[config.mk]
export PLATFORM = sky130hd
export DESIGN_NAME = xbar_2x2_router
export DESIGN_NICKNAME = d
export VERILOG_FILES = /design/src/rtl/xbar_2x2_router.sv
export SDC_FILE = /design/constraint.sdc
export NUM_CORES = 1
export LEC_CHECK = 0
export ABC_AREA = 1
export BUFFER_PORTS_ARGS = -buffer_cell sky130_fd_sc_hd__buf_2
export CAP_MARGIN = 0
export CORE_AREA = 3 3 153 155
export DETAILED_ROUTE_END_ITERATION = 10
export DIE_AREA = 0 0 156 158
export GPL_TIMING_DRIVEN = 0
export SLEW_MARGIN = 10
export SYNTH_ARGS = -nofsm -noshare
export SYNTH_HDL_FRONTEND = slang
export SYNTH_SLANG_ARGS = --single-unit
[constraint.sdc]
create_clock -name clk -period 1.85 [get_ports clk]
set_input_delay 0.4625 -clock clk [delete_from_list [all_inputs] [get_ports clk]]
set_output_delay 0.4625 -clock clk [all_outputs]
set_load 0.05 [all_outputs]
[src/rtl/xbar_2x2_router.sv]
// rtl/xbar_2x2_router.sv - 2-master x 2-slave req/ack crossbar, one arbiter FSM per slave
// XBAR_RR_EN selects round-robin tie-break; without it m0 always wins ties.
module xbar_2x2_router #(
    parameter int ADDR_W = 32,
    parameter int DATA_W = 32
) (
    input  logic              clk,
    input  logic              resetn,
    input  logic              m0_req,
    input  logic [ADDR_W-1:0] m0_addr,
    input  logic              m0_cmd,
    input  logic [DATA_W-1:0] m0_wdata,
    output logic              m0_ack,
    output logic [DATA_W-1:0] m0_rdata,
    input  logic              m1_req,
    input  logic [ADDR_W-1:0] m1_addr,
    input  logic              m1_cmd,
    input  logic [DATA_W-1:0] m1_wdata,
    output logic              m1_ack,
    output logic [DATA_W-1:0] m1_rdata,
    output logic              s0_req,
    output logic [ADDR_W-1:0] s0_addr,
    output logic              s0_cmd,
    output logic [DATA_W-1:0] s0_wdata,
    input  logic              s0_ack,
    input  logic [DATA_W-1:0] s0_rdata,
    output logic              s1_req,
    output logic [ADDR_W-1:0] s1_addr,
    output logic              s1_cmd,
    output logic [DATA_W-1:0] s1_wdata,
    input  logic              s1_ack,
    input  logic [DATA_W-1:0] s1_rdata
);
    typedef enum logic [1:0] {IDLE, GRANT, RDATA} state_t;

    logic [1:0]        m_req;
    logic [1:0]        m_cmd;
    logic [1:0]        s_ack;
    logic [ADDR_W-1:0] m_addr  [2];
    logic [DATA_W-1:0] m_wdata [2];

    assign m_req      = {m1_req, m0_req};
    assign m_cmd      = {m1_cmd, m0_cmd};
    assign s_ack      = {s1_ack, s0_ack};
    assign m_addr[0]  = m0_addr;
    assign m_addr[1]  = m1_addr;
    assign m_wdata[0] = m0_wdata;
    assign m_wdata[1] = m1_wdata;

    for (genvar k = 0; k < 2; k++) begin : g_slv
        localparam logic SEL = (k == 1);

        state_t            state_q, state_d;
        logic              owner_q, owner_d;
        logic [1:0]        want;
        logic              tie;
        logic              sreq, scmd, gack, grd;
        logic [ADDR_W-1:0] saddr;
        logic [DATA_W-1:0] swdata;

        assign want[0] = m_req[0] && (m_addr[0][ADDR_W-1] == SEL);
        assign want[1] = m_req[1] && (m_addr[1][ADDR_W-1] == SEL);

`ifdef XBAR_RR_EN
        logic last_q, last_d;
        assign tie = ~last_q;

        // last_grant resets to m1 so that m0 wins the first tie
        always_ff @(posedge clk or negedge resetn) begin
            if (!resetn) last_q <= 1'b1;
            else         last_q <= last_d;
        end

        always_comb begin
            last_d = last_q;
            if (state_q == IDLE && (|want)) last_d = owner_d;
        end
`else
        assign tie = 1'b0;
`endif

        always_ff @(posedge clk or negedge resetn) begin
            if (!resetn) begin
                state_q <= IDLE;
                owner_q <= 1'b0;
            end else begin
                state_q <= state_d;
                owner_q <= owner_d;
            end
        end

        always_comb begin
            state_d = state_q;
            owner_d = owner_q;
            sreq    = 1'b0;
            saddr   = '0;
            scmd    = 1'b0;
            swdata  = '0;
            gack    = 1'b0;
            grd     = 1'b0;
            case (state_q)
                IDLE: begin
                    if (|want) begin
                        owner_d = (want == 2'b11) ? tie : want[1];
                        state_d = GRANT;
                    end
                end
                GRANT: begin
                    // owner still targeting this slave, otherwise abort silently
                    if (want[owner_q]) begin
                        sreq   = 1'b1;
                        saddr  = m_addr[owner_q];
                        scmd   = m_cmd[owner_q];
                        swdata = m_wdata[owner_q];
                        if (s_ack[k]) begin
                            gack    = 1'b1;
                            state_d = m_cmd[owner_q] ? IDLE : RDATA;
                        end
                    end else begin
                        state_d = IDLE;
                    end
                end
                RDATA: begin
                    grd     = 1'b1;
                    state_d = IDLE;
                end
                default: state_d = IDLE;
            endcase
        end
    end

    assign s0_req   = g_slv[0].sreq;
    assign s0_addr  = g_slv[0].saddr;
    assign s0_cmd   = g_slv[0].scmd;
    assign s0_wdata = g_slv[0].swdata;
    assign s1_req   = g_slv[1].sreq;
    assign s1_addr  = g_slv[1].saddr;
    assign s1_cmd   = g_slv[1].scmd;
    assign s1_wdata = g_slv[1].swdata;

    always_comb begin
        m0_ack   = (g_slv[0].gack && !g_slv[0].owner_q) || (g_slv[1].gack && !g_slv[1].owner_q);
        m1_ack   = (g_slv[0].gack &&  g_slv[0].owner_q) || (g_slv[1].gack &&  g_slv[1].owner_q);
        m0_rdata = '0;
        m1_rdata = '0;
        if (g_slv[0].grd && !g_slv[0].owner_q)      m0_rdata = s0_rdata;
        else if (g_slv[1].grd && !g_slv[1].owner_q) m0_rdata = s1_rdata;
        if (g_slv[0].grd && g_slv[0].owner_q)       m1_rdata = s0_rdata;
        else if (g_slv[1].grd && g_slv[1].owner_q)  m1_rdata = s1_rdata;
    end
endmodule

==> results of run 1 <==
[cell families after synthesis]
family | Yosys count | synth area share [%]
buffers and inverters | 166 | 21.2
DFF | 6 | 4.56
other | 1 | 0.114
AOI/OAI and AO/OA | 201 | 30.7
and+or+nand+nor | 359 | 43.4
[where the power goes]
group,internal [mW],leakage (nW),switching (mW)
Combinational,2.23,4.80,3.69
Clock,0.278,0.0370,0.0766
Sequential,0.155,0.0744,0.0297
[worst reg2reg max path, stage by stage (launching register included)]
cell and delay [ps]:
dfrtp_2 470, buf_12 170, buf_4 180, o21ai_1 200, nand2_1 70, nor3_1 190
[layer usage]
layer	track usage, %	wire, um	vias up
li1	-	-	3225
met1	20.6	10200	3241
met2	35.9	15100	377
met3	3.17	2000	57
met4	7.28	949	0
met5	0	0	-
[metrics by stage]
step           std cells  worst slack [ps]  utilization (%)  power [mW]
3_3_place_gp        1409              -877             31.9        4.39
6_report            1468              -430             48.5        6.46
3_5_place_dp        1409              -867             31.9        4.39
2_1_floorplan        733              -239                -        3.32
4_1_cts             1443              -383             42.1        5.63
5_1_grt             1468              -474             48.5        6.81
[how the worst min path moves through the flow]
stage | start | to | depth (start not counted)
after global placement | resetn | g_slv[1].owner_q | 1
after global routing | resetn | g_slv[0].state_q[1] | 1
after detailed placement | resetn | g_slv[1].owner_q | 1
after CTS | resetn | g_slv[0].owner_q | 1
final | resetn | g_slv[1].state_q[1] | 1
after floorplan | resetn | g_slv[0].owner_q | 0
[final cells by class]
cell class                      count  area [um2]
Clock buffer                        3        75.1
Antenna cell                        3        7.51
Fill cell                        2037       11300
Sequential cell                     6         153
Buffer                             55         776
Timing Repair Buffer              452        4300
Inverter                          107         422
Multi-Input combinational cell    562        4570
Tap cell                          280         350
[cells in the final DEF (no fill, tap or decap), drive strengths merged]
master | netlist | final
diode | 0 | 3
clkbuf | 25 | 31
conb | 1 | 1
nand4 | 4 | 4
nand3 | 35 | 35
nor2 | 134 | 134
inv | 107 | 107
o21ai | 193 | 193
nand2 | 185 | 186
a21oi | 7 | 7
a31oi | 1 | 1
dfrtp | 6 | 6
buf | 34 | 479
nor3 | 1 | 1
[state kept, by name, summed over array words and instances, names as in the netlist]
name and count:
g_slv.state_q 4, g_slv.owner_q 2
[timing repair]
item,CTS,global route
hold buffers,0,0
gates cloned,8,14
pin swaps,13,25
setup endpoints to repair,197,197
resized for setup,539,368
buffers inserted,23,17
==> qor.csv, run 1 <==
stage;metric;value;unit
status;status;finished, violations left;
status;violations;setup timing;
power_and_ir_drop;power_density;607;nW/um2
cts;clockBufferDepth;2;
synth;synth.area.top_cells;o21ai_0, nand2_1, nor2_1;
synth;syn-num-nets;933;
power_and_ir_drop;cellLeakagePower;4.91;nW
critical_path;crit_path_start_kind;flip-flop;
detailed_routing;num_vias;6900;
timing;setup_tns;-53140;ps
cts;clock-sinks;6;
synth;synth_cell_types;19;
global_route;grt_pass1_vias;6737;
layout;design_area;10700;um2
critical_path;cp_num_buf_inv;4;
critical_path;crit_end;m1_rdata[10];
critical_path;reg2reg_depth;5;
critical_path;crit_cells;8;
die;die_x;156;um
synth;ys.warnings.count;0;
synth;synthCells;733;
layout;areaGrowthSynthToFinish;224;%
critical_path;slowest_delay;460;ps
global_route;grt_first_pass_wirelength;36900;um
die;die_y;158;um
layout;drive_gt1_share;67.6;%
hold_path;hp-class;input port to async pin;
timing;fin_worst_skew;0.123;ps
critical_path;required;1390;ps
detailed_routing;ant_nets;0;
detailed_routing;first_iter_violations;410;
synth;async_flop_share;100;%
global_route;antenna_found_initial;3;
global_route;grt-ovfl-total;0;
cts;cts-root-buf;clkbuf_16;
synth;netlist_top_cells_count;nand2_1, o21ai_0, nor2_1;
critical_path;arrival;1820;ps
cts;cts.reportedPaths.clkPinSlew;30;ps
die;die_area;24600;um2
timing;min_period_over_period;123;%
timing;setup_violations;196;
timing;layout_setup_ws;-430;ps
critical_path;cp_top_family;buffers and inverters;
placed_design;hpwl;19100;um
timing;whs;46.9;ps
power_and_ir_drop;vdd_ir_drop_max;0.000406;V
die;rows;54;
cts;cts_buffers;3;
critical_path;reg2reg_to;g_slv[1].state_q[1];
global_route;grt_max_degree;12;
synth;yosysTopAreaCellShare;27.7;%
detailed_routing;drc;0;
detailed_routing;drt_pre_antenna_iters;5;
detailed_routing;avgViaCountPerCell;4.70;
timing;period_needed;2280;ps
critical_path;crit_slowest_cell;dfrtp_2;
timing;finalHoldViolations;0;
critical_path;crit_path_end_kind;output port;
timing;rsz0062_at_grt;yes;
synth;syn_area_per_cell;4.49;um2
job;cap_violations;0;
placed_design;routabilityCongestion;0.881;
synth;ys.flop_type;dfrtp_1;
detailed_routing;wl_per_cell;19.2;um
timing;max_freq;0.439;GHz
critical_path;cp_cell_sequence;buf_12, nand3_4, a21oi_4, buf_12, buf_8, nand2_1, o21ai_1, buf_6;
layout;final_nets;1387;
synth;yosysTopAreaCell;o21ai_0;
die;start_util;15.0;%
detailed_routing;routed_wl;28200;um
critical_path;rrSetupSlack;480;ps
critical_path;r2r-start;g_slv[1].owner_q;
die;ioPinCount;398;
timing;drv_slew;0;
critical_path;crit_type;flip-flop to output port;
cts;htreeDepth;1;
cts;clock_latency;230;ps
placed_design;post_dp_cell_area;7000;um2
cts;cts_tree;built;
synth;yosysMostFrequentCell;nand2_1;
critical_path;critPathLaunch;g_slv[1].owner_q;
critical_path;cp_common_cell;buf_12;
synth;ys_ff_latch;6;
critical_path;worst-path-max-fanout;10;
global_route;grt_usage;18.8;%
synth;synth_edf_count;0;
placed_design;numPortBuffers;396;
synth;synth-seq-area-share;4.56;%
synth;synth_area;3290;um2
die;core-area;22000;um2
(Power assumes the default switching activity.)
==> run 2, diff against run 1 <==
--- a/config.mk
+++ b/config.mk
@@ -12,7 +12,7 @@
 export DETAILED_ROUTE_END_ITERATION = 10
 export DIE_AREA = 0 0 156 158
 export GPL_TIMING_DRIVEN = 0
-export SLEW_MARGIN = 10
+export REMOVE_ABC_BUFFERS = 1
 export SYNTH_ARGS = -nofsm -noshare
 export SYNTH_HDL_FRONTEND = slang
 export SYNTH_SLANG_ARGS = --single-unit
==> run 2 against run 1 <==
The run still ends with setup timing left. Critical path depth is 2 lower. Utilization fell by 7.0 points. Sequential share of layout area is 0.30 points higher. Global-route usage is essentially flat. Clock skew hardly changed. Cell count decreased by 2.0%.
==> qor.csv, run 2 (synthesis results as in run 1) <==
stage;metric;value;unit
placed_design;dp_slack;-1050;ps
critical_path;crit_path_end_kind;output port;
timing;setup_violations;197;
status;violations;setup timing;
cts;clock_latency;230;ps
layout;final_common_cell;buf_2;
status;status;finished, violations left;
timing;min_period_over_period;124;%
placed_design;hpwl;15000;um
cts;clockBufferDepth;2;
global_route;antenna_found_initial;1;
die;die_y;158;um
detailed_routing;routed_wl;29700;um
cts;clock-sinks;6;
critical_path;crit_path_start_kind;flip-flop;
cts;cts_tree;built;
layout;areaGrowthSynthToFinish;177;%
global_route;grt_busiest_layer;met2;
cts;cts-root-buf;clkbuf_16;
timing;drv_slew;0;
global_route;grt_first_pass_wirelength;36400;um
hold_path;hp-class;input port to async pin;
power_and_ir_drop;vdd_ir_drop_max;0.000471;V
cts;htreeDepth;1;
detailed_routing;num_vias;6964;
global_route;use_met2;35.4;%
layout;reg_top3;g_slv.state_q x4, g_slv.owner_q x2;
critical_path;slowest_delay;530;ps
die;rows;54;
layout;largest_register;g_slv.state_q;
layout;final_nets;1359;
die;ioPinCount;398;
detailed_routing;drc;0;
detailed_routing;first_iter_violations;708;
global_route;grt-ovfl-total;0;
layout;largest_reg_flops;4;
die;die_x;156;um
timing;max_freq;0.435;GHz
global_route;grt_usage;18.8;%
timing;rsz0062_at_grt;yes;
detailed_routing;ant_nets;0;
critical_path;arrival;1840;ps
timing;fin_worst_skew;0.230;ps
global_route;gr-usage-met1;22.4;%
power_and_ir_drop;power_density;697;nW/um2
timing;finalHoldViolations;0;
global_route;grt_pass1_vias;6319;
job;cap_violations;0;
critical_path;crit_slowest_cell;dfrtp_4;
critical_path;cp_cell_sequence;clkinvlp_4, buf_6, buf_12, nand2_8, o21ai_0, buf_4;
die;start_util;15.0;%
detailed_routing;avgViaCountPerCell;4.84;
cts;cts.reportedPaths.clkPinSlew;30;ps
layout;fin_cells;1438;
detailed_routing;drt_pre_antenna_iters;5;
critical_path;worst-path-max-fanout;16;
critical_path;crit_type;flip-flop to output port;
critical_path;required;1390;ps
die;die_area;24600;um2
detailed_routing;wl_per_cell;20.7;um
timing;period_needed;2300;ps
global_route;grt_max_degree;65;
power_and_ir_drop;cellLeakagePower;4.35;nW
layout;drive_gt1_share;57.4;%
layout;final_cell_mix;buf_2, nand2_1, buf_6;
placed_design;routabilityCongestion;0.837;
layout;nFillCells;2170;
placed_design;numPortBuffers;396;
cts;cts_buffers;3;
placed_design;dp_cells;1354;
die;core-area;22000;um2
timing;layout_setup_ws;-448;ps
global_route;grtUsageMet3;2.87;%
run 2: worst max-delay path, delay by kind of cell, from the launching register on:
family	cells	cell delay (ps)
buffers and inverters	4	650
DFF	1	530
and+or+nand+nor	1	130
AOI/OAI and AO/OA	1	270
run 2: final timing paths:
| kind | start | end | slack [ps] | cells past startpoint |
|---|---|---|---|---|
| worst max-delay path | g_slv[0].owner_q | m0_rdata[30] | -450 | 6 |
| worst min-delay path | resetn | g_slv[0].owner_q | 60 | 1 |
| worst max register to register | g_slv[1].owner_q | g_slv[1].state_q[1] | 130 | 8 |
| worst min register to register | g_slv[1].state_q[0] | g_slv[1].owner_q | 650 | 2 |
| max in group asynchronous | resetn | g_slv[1].owner_q | 1620 | 1 |
| min in group clk | m0_req | g_slv[0].owner_q | 450 | 2 |
run 2: final cells by class:
type	instances	area, um2	share of cell area [%]
Timing Repair Buffer	466	4360	47.9
Clock buffer	3	75.1	0.824
Inverter	107	423	4.64
Antenna cell	1	2.50	0.0275
Tap cell	280	350	3.85
Multi-Input combinational cell	575	3740	41.0
Sequential cell	6	158	1.73
run 2: power breakdown:
part	total [mW]	internal (mW)	leakage, nW	switching [mW]
sequential	0.214	0.161	0.0747	0.0526
clock	0.354	0.278	0.0370	0.0767
combinational	5.78	2.10	4.24	3.67
run 2: metal layers:
| metal | wire, um | share of wire [%] |
|---|---|---|
| met1 | 11000 | 37 |
| met2 | 15600 | 53 |
| met3 | 2140 | 7.2 |
| met4 | 945 | 3.2 |
| met5 | 13 | 0.044 |
run 2: per-stage QoR:
step / power, mW / util, % / hold slack [ps] / instance area [um2] / setup TNS [ps]
2_1_floorplan: 2.41 / - / 167 / 2990 / -527560
5_1_grt: 6.64 / 41.5 / 64.1 / 9100 / -77840
3_3_place_gp: 3.36 / 24.3 / 292 / 5330 / -820400
3_5_place_dp: 3.37 / 24.8 / 297 / 5440 / -173800
4_1_cts: 5.35 / 35.1 / 56.0 / 7700 / -63390
6_report: 6.34 / 41.5 / 56.5 / 9110 / -68560
run 2: what timing repair did:
action                     CTS  global route
buffers inserted            32            20
gates resized for setup    505           341
hold buffers                 0             0
pin swaps                   21            24
gates cloned                15            13
setup endpoints to repair  200           197
==> run 3, diff against run 2 <==
--- a/config.mk
+++ b/config.mk
@@ -8,10 +8,13 @@
 export ABC_AREA = 1
 export BUFFER_PORTS_ARGS = -buffer_cell sky130_fd_sc_hd__buf_2
 export CAP_MARGIN = 0
-export CORE_AREA = 3 3 153 155
+export CELL_PAD_IN_SITES_DETAIL_PLACEMENT = 1
+export CELL_PAD_IN_SITES_GLOBAL_PLACEMENT = 2
+export CORE_MARGIN = 3
+export CORE_UTILIZATION = 12
 export DETAILED_ROUTE_END_ITERATION = 10
-export DIE_AREA = 0 0 156 158
 export GPL_TIMING_DRIVEN = 0
+export PLACE_DENSITY_LB_ADDON = 0.1
 export REMOVE_ABC_BUFFERS = 1
 export SYNTH_ARGS = -nofsm -noshare
 export SYNTH_HDL_FRONTEND = slang
==> run 3 against run 2 <==
The flow still finishes with violations (setup timing). Flip-flop and latch count unchanged. Worst setup slack better by 60 ps. Non-clock buffer count grew 24. Wire length grew 19%. Cell area is 14% higher. Via count down 1.3%. Sequential share of layout area is 0.22 points lower. Utilization down 2.1 points. Register-to-register slack worse by 30 ps. Die area grew 20%. Power is 22% higher. Cell count rose by 5.1%. Critical path type unchanged. Largest cell class unchanged.
==> qor.csv, run 3 (synthesis results as in run 1) <==
stage;metric;value;unit
critical_path;cp_cell_sequence;buf_12, nand3_2, a21oi_4, buf_4, buf_8, nand2_1, o21ai_0, buf_4;
detailed_routing;routed_wl;35400;um
global_route;grt_pass1_vias;6873;
global_route;grt_first_pass_wirelength;42500;um
power_and_ir_drop;vdd_ir_drop_max;0.000296;V
critical_path;reg2reg_to;g_slv[1].state_q[1];
layout;areaGrowthSynthToFinish;217;%
status;violations;setup timing;
critical_path;arrival;1780;ps
cts;clock_latency;230;ps
die;ioPinCount;398;
layout;drive_gt1_share;68.6;%
critical_path;cp_num_buf_inv;4;
placed_design;hpwl;18300;um
detailed_routing;wl_per_cell;23.4;um
critical_path;rrSetupSlack;100;ps
detailed_routing;drc;0;
layout;final_common_cell;buf_2;
hold_path;hp-class;input port to async pin;
critical_path;cp_top_family;buffers and inverters;
layout;largest_register;g_slv.state_q;
die;die_area;29500;um2
detailed_routing;avgViaCountPerCell;4.55;
die;die_y;172;um
placed_design;dp_cells;1410;
cts;cts_buffers;3;
critical_path;crit_path_end_kind;output port;
timing;max_freq;0.447;GHz
status;status;finished, violations left;
cts;hold_buffers;0;
critical_path;reg2reg_depth;9;
timing;period_needed;2240;ps
placed_design;dp_slack;-1480;ps
critical_path;slowest_delay;510;ps
detailed_routing;num_vias;6874;
global_route;grt_max_degree;59;
global_route;antenna_found_initial;7;
placed_design;routabilityCongestion;0.719;
timing;drv_slew;0;
layout;reg_top3;g_slv.state_q x4, g_slv.owner_q x2;
power_and_ir_drop;power_density;740;nW/um2
timing;layout_setup_ws;-388;ps
cts;clockBufferDepth;2;
layout;final_core_util;39.3;%
detailed_routing;first_iter_violations;165;
critical_path;crit_type;flip-flop to output port;
die;rows;59;
die;start_util;12.4;%
timing;setup_violations;197;
die;die_x;172;um
critical_path;crit_slowest_cell;dfrtp_4;
detailed_routing;drt_pre_antenna_iters;4;
timing;rsz0062_at_grt;yes;
cts;cts-root-buf;clkbuf_16;
cts;cts_tree;built;
critical_path;cp_common_cell;buf_4;
critical_path;crit_path_start_kind;flip-flop;
power_and_ir_drop;cellLeakagePower;4.81;nW
timing;finalHoldViolations;0;
die;core-area;26500;um2
power_and_ir_drop;power;7.72;mW
critical_path;worst-path-max-fanout;12;
critical_path;required;1390;ps
timing;fin_worst_skew;0.249;ps
critical_path;r2r-start;g_slv[1].owner_q;
layout;final_nets;1378;
job;cap_violations;0;
detailed_routing;ant_nets;0;
global_route;grt_usage;18.9;%
placed_design;numPortBuffers;396;
layout;fin_cells;1512;
cts;cts.reportedPaths.clkPinSlew;30;ps
layout;nFillCells;3218;
cts;clock-sinks;6;
layout;final_cell_mix;buf_2, nand2_1, buf_6;
global_route;grt-ovfl-total;0;
timing;min_period_over_period;121;%
layout;largest_reg_flops;4;
cts;htreeDepth;1;
-- run 3: power by group --
group	internal [mW]	switching [mW]
combinational	2.80	4.35
sequential	0.161	0.0534
clock	0.278	0.0754
total	3.24	4.48
-- run 3: metal layers --
metal  routed length [um]  GRT usage, %  vias to the layer above
met4                  648          2.27                       12
met1                12800          21.0                     3290
met2                18800          35.8                      302
met5                   69             0                        -
met3                 3080          6.53                       45
li1                     -             -                     3225
-- run 3: worst max-delay path by stage --
stage,startpoint,endpoint,slack (ps),cells after the start
global placement,g_slv[0].owner_q,s0_addr[7],-5600,5
finish,g_slv[1].owner_q,m1_rdata[13],-390,8
floorplan,g_slv[0].owner_q,s0_addr[18],-3080,4
CTS,g_slv[0].owner_q,m1_rdata[5],-410,5
detailed placement,g_slv[0].owner_q,m1_rdata[5],-1480,3
global route,g_slv[1].owner_q,m1_rdata[21],-470,8
-- run 3: repair_timing --
item                       in CTS  in global routing
setup endpoints to repair     200                197
buffers inserted               30                 29
gates resized for setup       386                722
pin swaps                      41                 96
cloned                         17                 26
-- run 3: area by class of cell --
cell class                 count  area [um2]  area share [%]
sequential                     6         158            1.51
tap                          335         419            4.02
clock buffer                   3        75.1           0.720
multi-input combinational    570        4370            41.9
antenna                        1        2.50          0.0240
inverter                     107         412            3.95
timing repair buffer         490        4990            47.8
-- run 3: stage by stage --
| step | hold WS [ps] | cell area (um2) | setup TNS [ps] |
|---|---|---|---|
| CTS | 64.7 | 7510 | -66050 |
| global placement | 299 | 5400 | -981840 |
| global route | 66.0 | 10400 | -69940 |
| finish | 60.1 | 10400 | -59810 |
| detailed placement | 302 | 5560 | -186830 |
| floorplan | 167 | 2990 | -527560 |
